**src/rtl/nx_msg_if.sv**
```systemverilog
// Outbound node-message stream: registered data/valid from the loader, ready from the mesh edge.
interface nx_msg_if #(
    parameter int MSG_W = 52
) ();
    logic [MSG_W-1:0] data;
    logic             valid;
    logic             ready;

    modport master (output data, output valid, input ready);
    modport slave  (input data, input valid, output ready);
endinterface

```
**src/rtl/nx_node_loader.sv**
```systemverilog
// Host-side node programmer: streams LOAD words, a PARAM control and loopback-mask slices to a node.
// Message layout (MSB first): row | column | command(2) | payload(RAM_ADDR_W+RAM_DATA_W).
module nx_node_loader #(
    parameter int INPUTS       = 32,
    parameter int RAM_ADDR_W   = 10,
    parameter int RAM_DATA_W   = 32,
    parameter int MASK_SLICE_W = 8,
    parameter int ROW_W        = 4,
    parameter int COL_W        = 4
) (
    input  logic                    i_clk,
    input  logic                    i_rst,
    input  logic [ROW_W+COL_W-1:0]  i_req_node_id,
    input  logic [RAM_ADDR_W:0]     i_req_num_words,
    input  logic [RAM_ADDR_W-1:0]   i_req_src_base,
    input  logic [INPUTS-1:0]       i_req_loopback_mask,
    input  logic                    i_req_trace_en,
    input  logic                    i_req_valid,
    output logic                    o_req_ready,
    output logic [RAM_ADDR_W-1:0]   o_src_rd_addr,
    output logic                    o_src_rd_en,
    input  logic [RAM_DATA_W-1:0]   i_src_rd_data,
    nx_msg_if.master                m_msg,
    output logic                    o_idle,
    output logic                    o_done
);
    localparam int ID_W    = ROW_W + COL_W;
    localparam int PAY_W   = RAM_ADDR_W + RAM_DATA_W;
    localparam int MSG_W   = ID_W + 2 + PAY_W;
    localparam int NSLICES = INPUTS / MASK_SLICE_W;
    localparam int SIDX_W  = (NSLICES > 1) ? $clog2(NSLICES) : 1;

    localparam logic [1:0] CMD_LOAD    = 2'd1;
    localparam logic [1:0] CMD_CONTROL = 2'd2;
    localparam logic [1:0] SEL_PARAM   = 2'd0;
    localparam logic [1:0] SEL_LOOP    = 2'd1;

    localparam logic [2:0] S_IDLE      = 3'd0;
    localparam logic [2:0] S_FETCH     = 3'd1;
    localparam logic [2:0] S_WAIT_RD   = 3'd2;
    localparam logic [2:0] S_SEND_LOAD = 3'd3;
    localparam logic [2:0] S_SEND_PARAM= 3'd4;
    localparam logic [2:0] S_SEND_MASK = 3'd5;

    localparam logic [SIDX_W-1:0] LAST_SLICE = SIDX_W'(NSLICES - 1);

    logic [2:0]              r_state;
    logic [RAM_ADDR_W:0]     r_word_idx;
    logic [SIDX_W-1:0]       r_slice_idx;
    logic [ID_W-1:0]         r_node_id;
    logic [RAM_ADDR_W:0]     r_num_words;
    logic [RAM_ADDR_W-1:0]   r_src_base;
    logic [INPUTS-1:0]       r_mask;
    logic                    r_trace_en;
    logic [MSG_W-1:0]        r_msg_data;

    logic [RAM_ADDR_W:0]     w_word_nxt;
    logic [SIDX_W-1:0]       w_slice_nxt;
    logic                    w_accept;
    logic                    w_last_slice;

    function automatic logic [MSG_W-1:0] f_load_msg(
        input logic [ID_W-1:0]       id,
        input logic [RAM_ADDR_W-1:0] addr,
        input logic [RAM_DATA_W-1:0] data
    );
        return {id, CMD_LOAD, addr, data};
    endfunction

    // A full RAM's worth of words does not fit the num_instr field, so it saturates to all-ones.
    function automatic logic [MSG_W-1:0] f_param_msg(
        input logic [ID_W-1:0]     id,
        input logic [RAM_ADDR_W:0] num_words,
        input logic                trace_en
    );
        logic [PAY_W-1:0] p;
        p = '0;
        p[PAY_W-1 -: 2]        = SEL_PARAM;
        p[RAM_ADDR_W-1:0]      = num_words[RAM_ADDR_W] ? {RAM_ADDR_W{1'b1}} : num_words[RAM_ADDR_W-1:0];
        p[RAM_ADDR_W]          = trace_en;
        return {id, CMD_CONTROL, p};
    endfunction

    function automatic logic [MSG_W-1:0] f_mask_msg(
        input logic [ID_W-1:0]   id,
        input logic [INPUTS-1:0] mask,
        input logic [SIDX_W-1:0] idx
    );
        logic [PAY_W-1:0] p;
        p = '0;
        p[PAY_W-1 -: 2]             = SEL_LOOP;
        p[MASK_SLICE_W-1:0]         = mask[idx*MASK_SLICE_W +: MASK_SLICE_W];
        p[MASK_SLICE_W +: SIDX_W]   = idx;
        return {id, CMD_CONTROL, p};
    endfunction

    assign w_word_nxt   = r_word_idx + {{RAM_ADDR_W{1'b0}}, 1'b1};
    assign w_slice_nxt  = r_slice_idx + {{(SIDX_W-1){1'b0}}, 1'b1};
    assign w_accept     = m_msg.valid && m_msg.ready;
    assign w_last_slice = (r_slice_idx == LAST_SLICE);

    always_ff @(posedge i_clk) begin
        if (!i_rst) begin
            r_state     <= S_IDLE;
            r_word_idx  <= '0;
            r_slice_idx <= '0;
            r_node_id   <= '0;
            r_num_words <= '0;
            r_src_base  <= '0;
            r_mask      <= '0;
            r_trace_en  <= 1'b0;
            r_msg_data  <= '0;
        end else begin
            case (r_state)
                S_IDLE: begin
                    if (i_req_valid) begin
                        r_node_id   <= i_req_node_id;
                        r_num_words <= i_req_num_words;
                        r_src_base  <= i_req_src_base;
                        r_mask      <= i_req_loopback_mask;
                        r_trace_en  <= i_req_trace_en;
                        r_word_idx  <= '0;
                        r_slice_idx <= '0;
                        if (i_req_num_words == '0) begin
                            r_msg_data <= f_param_msg(i_req_node_id, i_req_num_words, i_req_trace_en);
                            r_state    <= S_SEND_PARAM;
                        end else begin
                            r_state    <= S_FETCH;
                        end
                    end
                end
                S_FETCH: r_state <= S_WAIT_RD;
                // Source data arrives the cycle after the read strobe issued in FETCH.
                S_WAIT_RD: begin
                    r_msg_data <= f_load_msg(r_node_id, r_word_idx[RAM_ADDR_W-1:0], i_src_rd_data);
                    r_state    <= S_SEND_LOAD;
                end
                S_SEND_LOAD: begin
                    if (m_msg.ready) begin
                        r_word_idx <= w_word_nxt;
                        if (w_word_nxt == r_num_words) begin
                            r_msg_data <= f_param_msg(r_node_id, r_num_words, r_trace_en);
                            r_state    <= S_SEND_PARAM;
                        end else begin
                            r_state    <= S_FETCH;
                        end
                    end
                end
                S_SEND_PARAM: begin
                    if (m_msg.ready) begin
                        r_msg_data <= f_mask_msg(r_node_id, r_mask, '0);
                        r_state    <= S_SEND_MASK;
                    end
                end
                S_SEND_MASK: begin
                    if (m_msg.ready) begin
                        if (w_last_slice) begin
                            r_state <= S_IDLE;
                        end else begin
                            r_slice_idx <= w_slice_nxt;
                            r_msg_data  <= f_mask_msg(r_node_id, r_mask, w_slice_nxt);
                        end
                    end
                end
                default: r_state <= S_IDLE;
            endcase
        end
    end

    assign m_msg.data    = r_msg_data;
    assign m_msg.valid   = (r_state == S_SEND_LOAD) || (r_state == S_SEND_PARAM) ||
                           (r_state == S_SEND_MASK);
    assign o_req_ready   = (r_state == S_IDLE);
    assign o_src_rd_en   = (r_state == S_FETCH);
    assign o_src_rd_addr = r_src_base + r_word_idx[RAM_ADDR_W-1:0];
    assign o_done        = (r_state == S_SEND_MASK) && w_accept && w_last_slice;
    // An incoming request already counts as busy in its accept cycle; reset overrides it.
    assign o_idle        = (r_state == S_IDLE) && !(i_rst && i_req_valid);

endmodule

```
**src/flat_wrapper.sv**
```systemverilog
// flat-port wrapper written by rule: the top's interface ports become plain ports
module nx_node_loader_flat 
#(
    parameter int INPUTS       = 32,
    parameter int RAM_ADDR_W   = 10,
    parameter int RAM_DATA_W   = 32,
    parameter int MASK_SLICE_W = 8,
    parameter int ROW_W        = 4,
    parameter int COL_W        = 4
)
  (i_clk, i_rst, i_req_node_id, i_req_num_words, i_req_src_base, i_req_loopback_mask, i_req_trace_en, i_req_valid, o_req_ready, o_src_rd_addr, o_src_rd_en, i_src_rd_data, o_idle, o_done, m_msg_data, m_msg_valid, m_msg_ready);
  nx_msg_if #(.MSG_W((52))) m_msg_i ();
  input  logic i_clk;
  input  logic i_rst;
  input  logic [ROW_W+COL_W-1:0] i_req_node_id;
  input  logic [RAM_ADDR_W:0] i_req_num_words;
  input  logic [RAM_ADDR_W-1:0] i_req_src_base;
  input  logic [INPUTS-1:0] i_req_loopback_mask;
  input  logic i_req_trace_en;
  input  logic i_req_valid;
  output logic o_req_ready;
  output logic [RAM_ADDR_W-1:0] o_src_rd_addr;
  output logic o_src_rd_en;
  input  logic [RAM_DATA_W-1:0] i_src_rd_data;
  output logic o_idle;
  output logic o_done;
  output wire logic [$bits(m_msg_i.data)-1:0] m_msg_data;
  output wire logic [$bits(m_msg_i.valid)-1:0] m_msg_valid;
  input wire logic [$bits(m_msg_i.ready)-1:0] m_msg_ready;
  assign m_msg_data = m_msg_i.data;
  assign m_msg_valid = m_msg_i.valid;
  assign m_msg_i.ready = m_msg_ready;
  nx_node_loader #(.INPUTS(INPUTS), .RAM_ADDR_W(RAM_ADDR_W), .RAM_DATA_W(RAM_DATA_W), .MASK_SLICE_W(MASK_SLICE_W), .ROW_W(ROW_W), .COL_W(COL_W)) u_core (.i_clk(i_clk), .i_rst(i_rst), .i_req_node_id(i_req_node_id), .i_req_num_words(i_req_num_words), .i_req_src_base(i_req_src_base), .i_req_loopback_mask(i_req_loopback_mask), .i_req_trace_en(i_req_trace_en), .i_req_valid(i_req_valid), .o_req_ready(o_req_ready), .o_src_rd_addr(o_src_rd_addr), .o_src_rd_en(o_src_rd_en), .i_src_rd_data(i_src_rd_data), .m_msg(m_msg_i), .o_idle(o_idle), .o_done(o_done));
endmodule
```
**config.mk**
```make
export PLATFORM = sky130hd
export DESIGN_NAME = nx_node_loader_flat
export DESIGN_NICKNAME = d
export VERILOG_FILES = /design/src/rtl/nx_msg_if.sv /design/src/rtl/nx_node_loader.sv /design/src/flat_wrapper.sv
export SDC_FILE = /design/constraint.sdc
export NUM_CORES = 1
export LEC_CHECK = 0
export ABC_AREA = 1
export ABC_CLOCK_PERIOD_IN_PS = 3700
export CAP_MARGIN = 25
export CORE_AREA = 10 10 153 170
export DETAILED_ROUTE_END_ITERATION = 10
export DIE_AREA = 0 0 163 180
export GPL_TIMING_DRIVEN = 0
export HOLD_SLACK_MARGIN = 0.06
export MAX_ROUTING_LAYER = met4
export SKIP_CTS_REPAIR_TIMING = 1
export SYNTH_ARGS = -nofsm -noshare
export SYNTH_HDL_FRONTEND = slang
export SYNTH_SLANG_ARGS = --single-unit
export TNS_END_PERCENT = 10
```
**constraint.sdc**
```tcl
create_clock -name i_clk -period 3.7 [get_ports i_clk]
set_input_delay 0.37 -clock i_clk [delete_from_list [all_inputs] [get_ports i_clk]]
set_output_delay 0.37 -clock i_clk [all_outputs]
set_load 0.05 [all_outputs]
```
* Word level (Yosys, flattened, before mapping) *
Cells that the tools add are included.
W data, S select, Z words.

storage, ports and cells
  register bits after elaboration = 130
  output and inout bits = 67

operators by class
  add/subtract/negate cells = 3
  equal/unequal tests = 15
  shift-type cells = 1
  mux-type cells = 25
  reductions and logical operators = 18

operator list
  kind                     count
  $mux W52                 7
  $pmux W52 S5             1
  $shiftx A32 B6 Y8        1
  $mux W11                 2
  $pmux W11 S2             1
  $mux W3                  7
  $mux W10                 2
  $pmux W3 S6              1
  $add A11 B1 Y11 const B  1
  $eq A11 B11 Y1           1
  $logic_not A11 Y1        1
  $add A10 B10 Y10         1
  $ne A2 B2 Y1 const B     5
  $reduce_and A8 Y1        1
  $eq A3 B2 Y1 const B     2
  $eq A3 B3 Y1 const B     2
  $mux W2                  3
  $ne A2 B1 Y1 const B     3
  $logic_and A1 B1 Y1      5
  $reduce_and A5 Y1        1
  $reduce_bool A5 Y1       1
  $pmux W2 S2              1
  $reduce_and A4 Y1        1
  $reduce_bool A2 Y1       2
  other kinds (8)          9

* Depth between registers and ports, before layout *
  depth after elaboration = 6
  gate-level depth with buffers = 17
  depth with buffers taken out = 16

* Worst setup path after synthesis *
Ideal clock, no wire load.

  kind = register to output
  start = register u_core.r_word_idx[0]
  end = output o_src_rd_addr[8]
  arrival = 2.454 ns
  data required time = 3.330 ns
  setup slack = 0.876 ns
  stages on the path, launching flop included = 13
  path buffers = 0
  path through = dfxtp_1 ha_1 inv_1 fa_1 o21ai_0 nand2_1 nand2_1 a21oi_1 inv_1 a21oi_1 nor2_1 nor2_1 xor2_1

on the way
  cells in the longest elaborated chain, start to end = 1

RTL lines
  element                 line                   text
  start, declared         nx_node_loader.sv:48   logic [RAM_ADDR_W:0] r_word_idx;
  start signal, assigned  nx_node_loader.sv:140  r_word_idx <= w_word_nxt;
  $add A10 B10 Y10        nx_node_loader.sv:175  assign o_src_rd_addr = r_src_base + r_word_idx[RAM_ADDR_W-1:0];
  end, declared           flat_wrapper.sv:22     output logic [RAM_ADDR_W-1:0] o_src_rd_addr;

Every way passes these cells.

* Worst setup path in the final report *
  start = register u_core.r_word_idx[0]
  end = output o_src_rd_addr[6]

Same word-level chain as after synthesis.

==> results by group <==
Run status
  – Status: complete, no violations

Setup path
  – Worst path arrival time: 3.13 ns
  – Required time of the critical path: around 3.3 ns
  – Startpoint types: flop
  – Crit end category: output port
  – Origin of the worst setup path: u_core.r_word_idx[0]
  – Crit Path Max Fanout: 7
  – CP Class: reg -> out
  – R2r startpoint: u_core.r_state[2]

Clock network
  – Cts bufs inserted: 17
  – Clock Tree Root: clkbuf_16
  – CTS tree: done
  – H-tree levels: 4
  – Worst-Skew Late Latency: between 0.4 and 0.5 ns
  – Clock Pin Slew Worst Setup and Hold Paths: 0.06 ns
  – CTS Sinks: 130
  – CTS Buffer Depth: 2

Timing
  – Slew @ Worst Pin: 0.828 ns
  – Relative slew slack: 44.6%
  – Final Max Slew Viols: 0
  – Fmax: 0.286 GHz
  – Minimum clock period after layout: 3.50 ns
  – Final cycle utilization of the critical path: 94.6%
  – Final Hold Viols: 0
  – RSZ-0062 raised after global routing: false
  – Setup Skew: approximately 0.011 ns
  – Final setup violation count: 0

Routing
  – Post-DRT Antenna Nets: 0
  – Vias per std cell: 4.90
  – DRC Markers: 0
  – WL final: 24800 um
  – Drt first pass iters: 5
  – DRT iter0 DRCs: 491
  – Drt wl/cell: 16.8 um
  – DR vias: 7245

Global route
  – Gr ovfl total: 0
  – Total Routing Usage GR: 17.4%
  – First-pass GRT wire length: ~39000 um
  – Initial antenna violation count: 0
  – Largest net degree at the start of global routing: 17
  – Vias in the first global route: 7303

Layout
  – Nets: 1279
  – Share of post-route cells with drive strength above 1: between 4 and 5%
  – Ant diodes: 0
  – Design area: 0.00924 mm^2
  – Non-Filler Instances: 1479
  – Layout Utilization: 41.1%
  – Area Growth Syn to Fin: 39.0%
  – Commonest non-fill, non-tap cells in the layout: nand2_1 (203), clkdlybuf4s50_1 (160), a21oi_1 (153)
  – Commonest non-fill, non-tap cell in the layout: nand2_1

Worst hold path
  – Min-Delay Path Class: in -> reg
  – HP Start: i_rst

Power and ir drop
  – Power density over cell area: ~700 mW/mm^2
  – VDD IR max: 344 uV
  – Tot Pwr: 6.62 mW
  – Leak: 3.52 nW

Logic synthesis
  – Syn avg cell area: just under 7 um^2
  – Ys async rst share: 0%
  – Mapped cell area: 0.00665 mm^2
  – Syn_nets: between 1000 and 1500
  – Post-synth top flop: dfxtp_1
  – Cell variety after synth: 35
  – Post-synth EDFFs: 0
  – #FFs+latches synth: 130
  – Sequential area share after synthesis: between 30% and 40%
  – Post-Synthesis Cells: 987
  – Synth Warn #: 0

Floorplan
  – Placement row count: 58
  – Die Wd: 163 um
  – # IOs: 165
  – Die Area: 0.0293 mm^2
  – Die height: around 180 um
  – Core region area: roughly 0.022 mm^2
  – Initial core utilization: between 20% and 30%

Placed design
  – Area after DPL: between 0.008 and 0.009 mm^2
  – Placed insts: 1449
  – Final estimated routing congestion in global placement: slightly below 1
  – Port Buffers: 162
  – Hpwl dp: 19300 um

Run
  – Max-cap violation count: 0
[registers in the layout (all words and copies together) (netlist names)]
| register | cells |
|---|---|
| u_core.r_src_base | 10 |
| u_core.r_word_idx | 11 |
| u_core.r_trace_en | 1 |
| u_core.r_mask | 32 |
| u_core.r_node_id | 8 |
| u_core.r_num_words | 11 |
| u_core.m_msg.data | 52 |
| u_core.r_slice_idx | 2 |
| u_core.r_state | 3 |
[final timing paths]
check	to	slack, ns	cells past startpoint
min reg2reg	u_core.r_trace_en	0.45	2
max	o_src_rd_addr[6]	0.20	9
min	u_core.r_word_idx[0]	0.41	3
max reg2reg	u_core.m_msg.data[7]	0.66	10
[cell families (layout without fill, tap and decap cells)]
| family | count (synthesis) | in the layout | share of synthesized area, % |
|---|---|---|---|
| AO/OA/AOI/OAI | 232 | 232 | 18.0 |
| XOR/XNOR | 13 | 13 | 1.71 |
| adder cells (fa/ha/maj) | 13 | 13 | 2.56 |
| buffers and inverters | 162 | 354 | 9.50 |
| flip-flops | 130 | 130 | 39.1 |
| AND/OR/NAND/NOR | 437 | 437 | 29.1 |
[cells in the mapped netlist (2+ instances only)]
| master | count | area share, % |
|---|---|---|
| dfxtp_1 | 130 | 39 |
| nor3_1 | 2 | 0.15 |
| buf_2 | 13 | 0.98 |
| o21ai_0 | 66 | 5.0 |
| a21oi_1 | 153 | 12 |
| xnor2_1 | 5 | 0.66 |
| inv_1 | 90 | 5.1 |
| nor2_1 | 79 | 4.5 |
| nor2_2 | 4 | 0.38 |
| o2111ai_1 | 3 | 0.40 |
| clkinv_1 | 2 | 0.11 |
| nand3_1 | 87 | 6.6 |
| o211ai_1 | 3 | 0.34 |
| nand2_2 | 2 | 0.19 |
| ha_1 | 12 | 2.3 |
| nand2_1 | 203 | 11 |
| nor4_1 | 2 | 0.19 |
| or2_2 | 3 | 0.28 |
| buf_1 | 4 | 0.23 |
| nand4_1 | 51 | 4.8 |
| o22ai_1 | 2 | 0.19 |
| xor2_1 | 8 | 1.1 |
| inv_2 | 3 | 0.17 |
| clkbuf_1 | 49 | 2.8 |
[cell type report]
class	count	area [um^2]
Buffer	67	275
Clock buffer	20	457
Clock inverter	10	135
Fill cell	2404	13300
Inverter	95	357
Multi-Input combinational cell	695	3410
Sequential cell	130	2600
Tap cell	300	375
Timing Repair Buffer	162	1630
[report_power, final]
group / internal [mW] / switching (mW)
Clock: 1.08 / 0.630
Combinational: 0.913 / 2.15
Sequential: 1.68 / 0.158
Total: 3.67 / 2.94
[routing by layer]
layer	up-vias	wire length [um]	global-route usage, %
li1	3663	-	-
met1	3256	11500	22.7
met2	285	10900	25.5
met3	41	1820	4.02
met4	0	617	6.75
met5	-	0	-
[per-stage QoR]
| stage | hold WS (ns) | worst slack (ns) | setup TNS (ns) |
|---|---|---|---|
| 5_1_grt | 0.456 | 0.0231 | 0 |
| 3_3_place_gp | 0.435 | 0.409 | 0 |
| 3_5_place_dp | 0.441 | 0.381 | 0 |
| 4_1_cts | 0.401 | -0.0843 | -0.0843 |
| 6_report | 0.411 | 0.200 | 0 |
| 2_1_floorplan | 0.425 | 0.876 | 0 |
[critical path, cell delays in order, from the launching register on]
cell,delay [ns]
dfxtp_1,0.50
ha_1,0.23
inv_1,0.05
fa_1,0.40
o21ai_0,0.30
nand2_1,0.09
nand2_1,0.07
a21oi_1,0.09
xnor2_1,0.14
clkdlybuf4s50_1,0.82
No activity file was read; power rests on OpenSTA's default activity.
==> edit (config.mk and constraints unchanged) <==
Make the reset (`i_rst`) asynchronous in one clocked block.
--- a/src/rtl/nx_node_loader.sv
+++ b/src/rtl/nx_node_loader.sv
@@ -99,7 +99,7 @@
     assign w_accept     = m_msg.valid && m_msg.ready;
     assign w_last_slice = (r_slice_idx == LAST_SLICE);
 
-    always_ff @(posedge i_clk) begin
+    always_ff @(posedge i_clk or negedge i_rst) begin
         if (!i_rst) begin
             r_state     <= S_IDLE;
             r_word_idx  <= '0;
Behaviour: differs if i_rst is asserted again (counterexample within 4 cycles, from zero or initial values and one cycle with i_rst low); with i_rst held inactive, the same outputs for 4 cycles.
==> edit against the unedited design <==
Combinational power grew 73%; sequential power up 38%; synthesized cell count down 19%; sequential cell count did not move; power rose by 45%; synthesized area hardly changed; critical path depth shrank 2; wire length decreased by 14%; setup slack better by 0.085 ns; largest cell class is now sequential cells; largest power group unchanged; hold slack got worse by 0.082 ns; final area up 0.56%.
==> edit: results (changes against the unedited design) <==
Slowest cell on crit path=clkdlybuf4s50_1 (unchanged); final wirelength=21300 um (was 24800 um); Clock Latency Late Sink=0.42 ns; Longest Clk Path Bufs=2 (unchanged); first-pass GRT wire length=33700 um (was 39300 um); slowest stage delay, CP=0.84 ns (was 0.82 ns); worst reg2reg path depth=13 (was 10); Slew HR=0.556 (was 0.446); Initial DRC Count=372 (was 491); Worst Hold Launch=i_req_num_words[10] (was i_rst); ys async rst share=1.00 (was 0); M2 GR Usage=0.236 (was 0.255); DRT Pass-1 Iters=5 (unchanged); reg2reg setup slack=1.07 ns (was 0.66 ns); Synth area leaders=dfrtp_1 49%, nand2_1 14%, o21ai_0 6.1% (was dfxtp_1 39%, a21oi_1 12%, nand2_1 11%); fin nets=1095 (was 1279); status=finished clean (unchanged); worst min path class=in2reg (unchanged); root buf cell=clkbuf_16 (unchanged); total CTS buffers=17 (unchanged); number of antenna violations at the first check in global routing=1 (was 0); CP max FO=9 (was 7); FF-to-FF End=u_core.m_msg.data[18]$_DFFE_PN0P_ (was u_core.m_msg.data[7]$_SDFFE_PN0P_); final setup skew=0.00748 ns (was 0.0110 ns); number of global-route vias before repair=6197 (was 7303); post-DP HPWL=16600 um (was 19300 um); total track usage=0.150 (was 0.174); Clock Pin Slew Worst Setup and Hold Paths=0.06 ns (about the same); family with the most delay on the worst path=buffers and inverters (unchanged); RD Place Congestion=0.877 (was 0.967); yosys warns=0 (unchanged); Fill cells=2305 (was 2404); Largest register FFs=52 (unchanged); remaining antenna violation count after routing=0 (unchanged); Worst Setup SP=u_core.r_word_idx[0]$_DFFE_PN0P_ (was u_core.r_word_idx[0]$_SDFFE_PN0P_); dominant synthesized flop cell=dfrtp_1 (was dfxtp_1); Worst VDD drop=497 uV (was 344 uV); Data arrival, critical path=3.05 ns (was 3.13 ns); H-tree Lvls=4 (unchanged); DR vias=6099 (was 7245); layout cells sized above 1=0.0932 (was 0.0483); Synth Net Count=911 (was 1098); synth cell count leaders=250 x nand2_1, 130 x dfrtp_1, 81 x o21ai_0, 71 x inv_1, 39 x nand3_1 (was 203 x nand2_1, 153 x a21oi_1, 130 x dfxtp_1, 90 x inv_1, 87 x nand3_1); GRT met3 Usage=0.0379 (was 0.0402); sequential cell area fraction in the yosys report=0.490 (was 0.391); # port buffers=163 (was 162); number of unique standard cell types used by synthesis=35 (unchanged); CP endpoint=o_src_rd_addr[7] (was o_src_rd_addr[6]); Leak=4.33 nW (was 3.52 nW); met1 Use GR=0.180 (was 0.227); pin count of the biggest net entering global routing=92 (was 17)
[edit: cell types whose count changed after synthesis, moves of 4 or more]
cell,change
dfxtp_1,-130
o22ai_1,+7
nand4_1,-22
buf_6,+4
a21oi_1,-121
nor2_1,-41
nand3_1,-48
clkbuf_1,-30
nand2_1,+47
inv_1,-19
mux2_2,+33
o21ai_0,+15
dfrtp_1,+130
a22oi_1,+10
[edit: per-stage QoR]
| stage | total power [mW] | instance area [um^2] | setup WS, ns | instances | setup TNS, ns |
|---|---|---|---|---|---|
| floorplan | 6.12 | 6640 | 0.823 | 801 | 0 |
| global placement | 7.84 | 8650 | -3.39 | 1264 | -439.81 |
| detailed placement | 7.92 | 8680 | 0.253 | 1265 | 0 |
| CTS | 9.69 | 9280 | -0.210 | 1297 | -0.210 |
| global route | 10.3 | 9290 | 0.0589 | 1299 | 0 |
| finish | 9.58 | 9290 | 0.285 | 1299 | 0 |
[edit: worst register-to-register path: cells and delay by family, from the launching register on]
family,cells,cell delay (ns)
flops,1,0.58
fa+ha+maj,1,0.27
simple gates,10,1.24
buf+inv,1,0.19
compound gates,1,0.26
[edit: area by class of cell]
class | instances | area (um^2) | area share
antenna | 1 | 2.50 | 0.000269
clock inverter | 14 | 176 | 0.0190
timing repair buffer | 165 | 1670 | 0.179
buffer | 38 | 194 | 0.0209
multi-input combinational | 560 | 2920 | 0.314
tap | 300 | 375 | 0.0404
clock buffer | 18 | 429 | 0.0462
inverter | 73 | 274 | 0.0295
sequential | 130 | 3250 | 0.350
[edit: worst min-delay path by stage]
stage / endpoint / slack [ns] / depth (start not counted)
after floorplan: u_core.m_msg.data[0]$_DFFE_PN0P_ / 0.07 / 0
after global placement: u_core.m_msg.data[19]$_DFFE_PN0P_ / 0.45 / 2
after detailed placement: u_core.r_src_base[3]$_DFFE_PN0P_ / 0.32 / 1
after CTS: u_core.r_src_base[3]$_DFFE_PN0P_ / -0.13 / 1
after global routing: u_core.r_num_words[10]$_DFFE_PN0P_ / 0.36 / 3
final: u_core.r_num_words[10]$_DFFE_PN0P_ / 0.33 / 3
[edit: layer usage]
layer | vias up | routed length (um)
met1 | 2862 | 9460
met2 | 191 | 10300
met4 | 0 | 371
met5 | - | 0
met3 | 26 | 1230
li1 | 3020 | -
[edit: cell families after synthesis]
family,Yosys count,share of synthesized area
AOI/OAI and AO/OA,139,0.116
muxes,33,0.0560
xor gates and xnor gates,9,0.0119
buffers and inverters,111,0.0705
DFF,130,0.490
adders and majority gates,12,0.0237
and+or+nand+nor,367,0.232
[edit: report_power, final]
group	total, mW	internal (mW)	switching [mW]	leakage, nW
sequential	2.54	2.09	0.452	1.61
clock	1.74	1.07	0.673	0.292
combinational	5.30	1.83	3.47	2.43
total	9.58	4.99	4.59	4.33
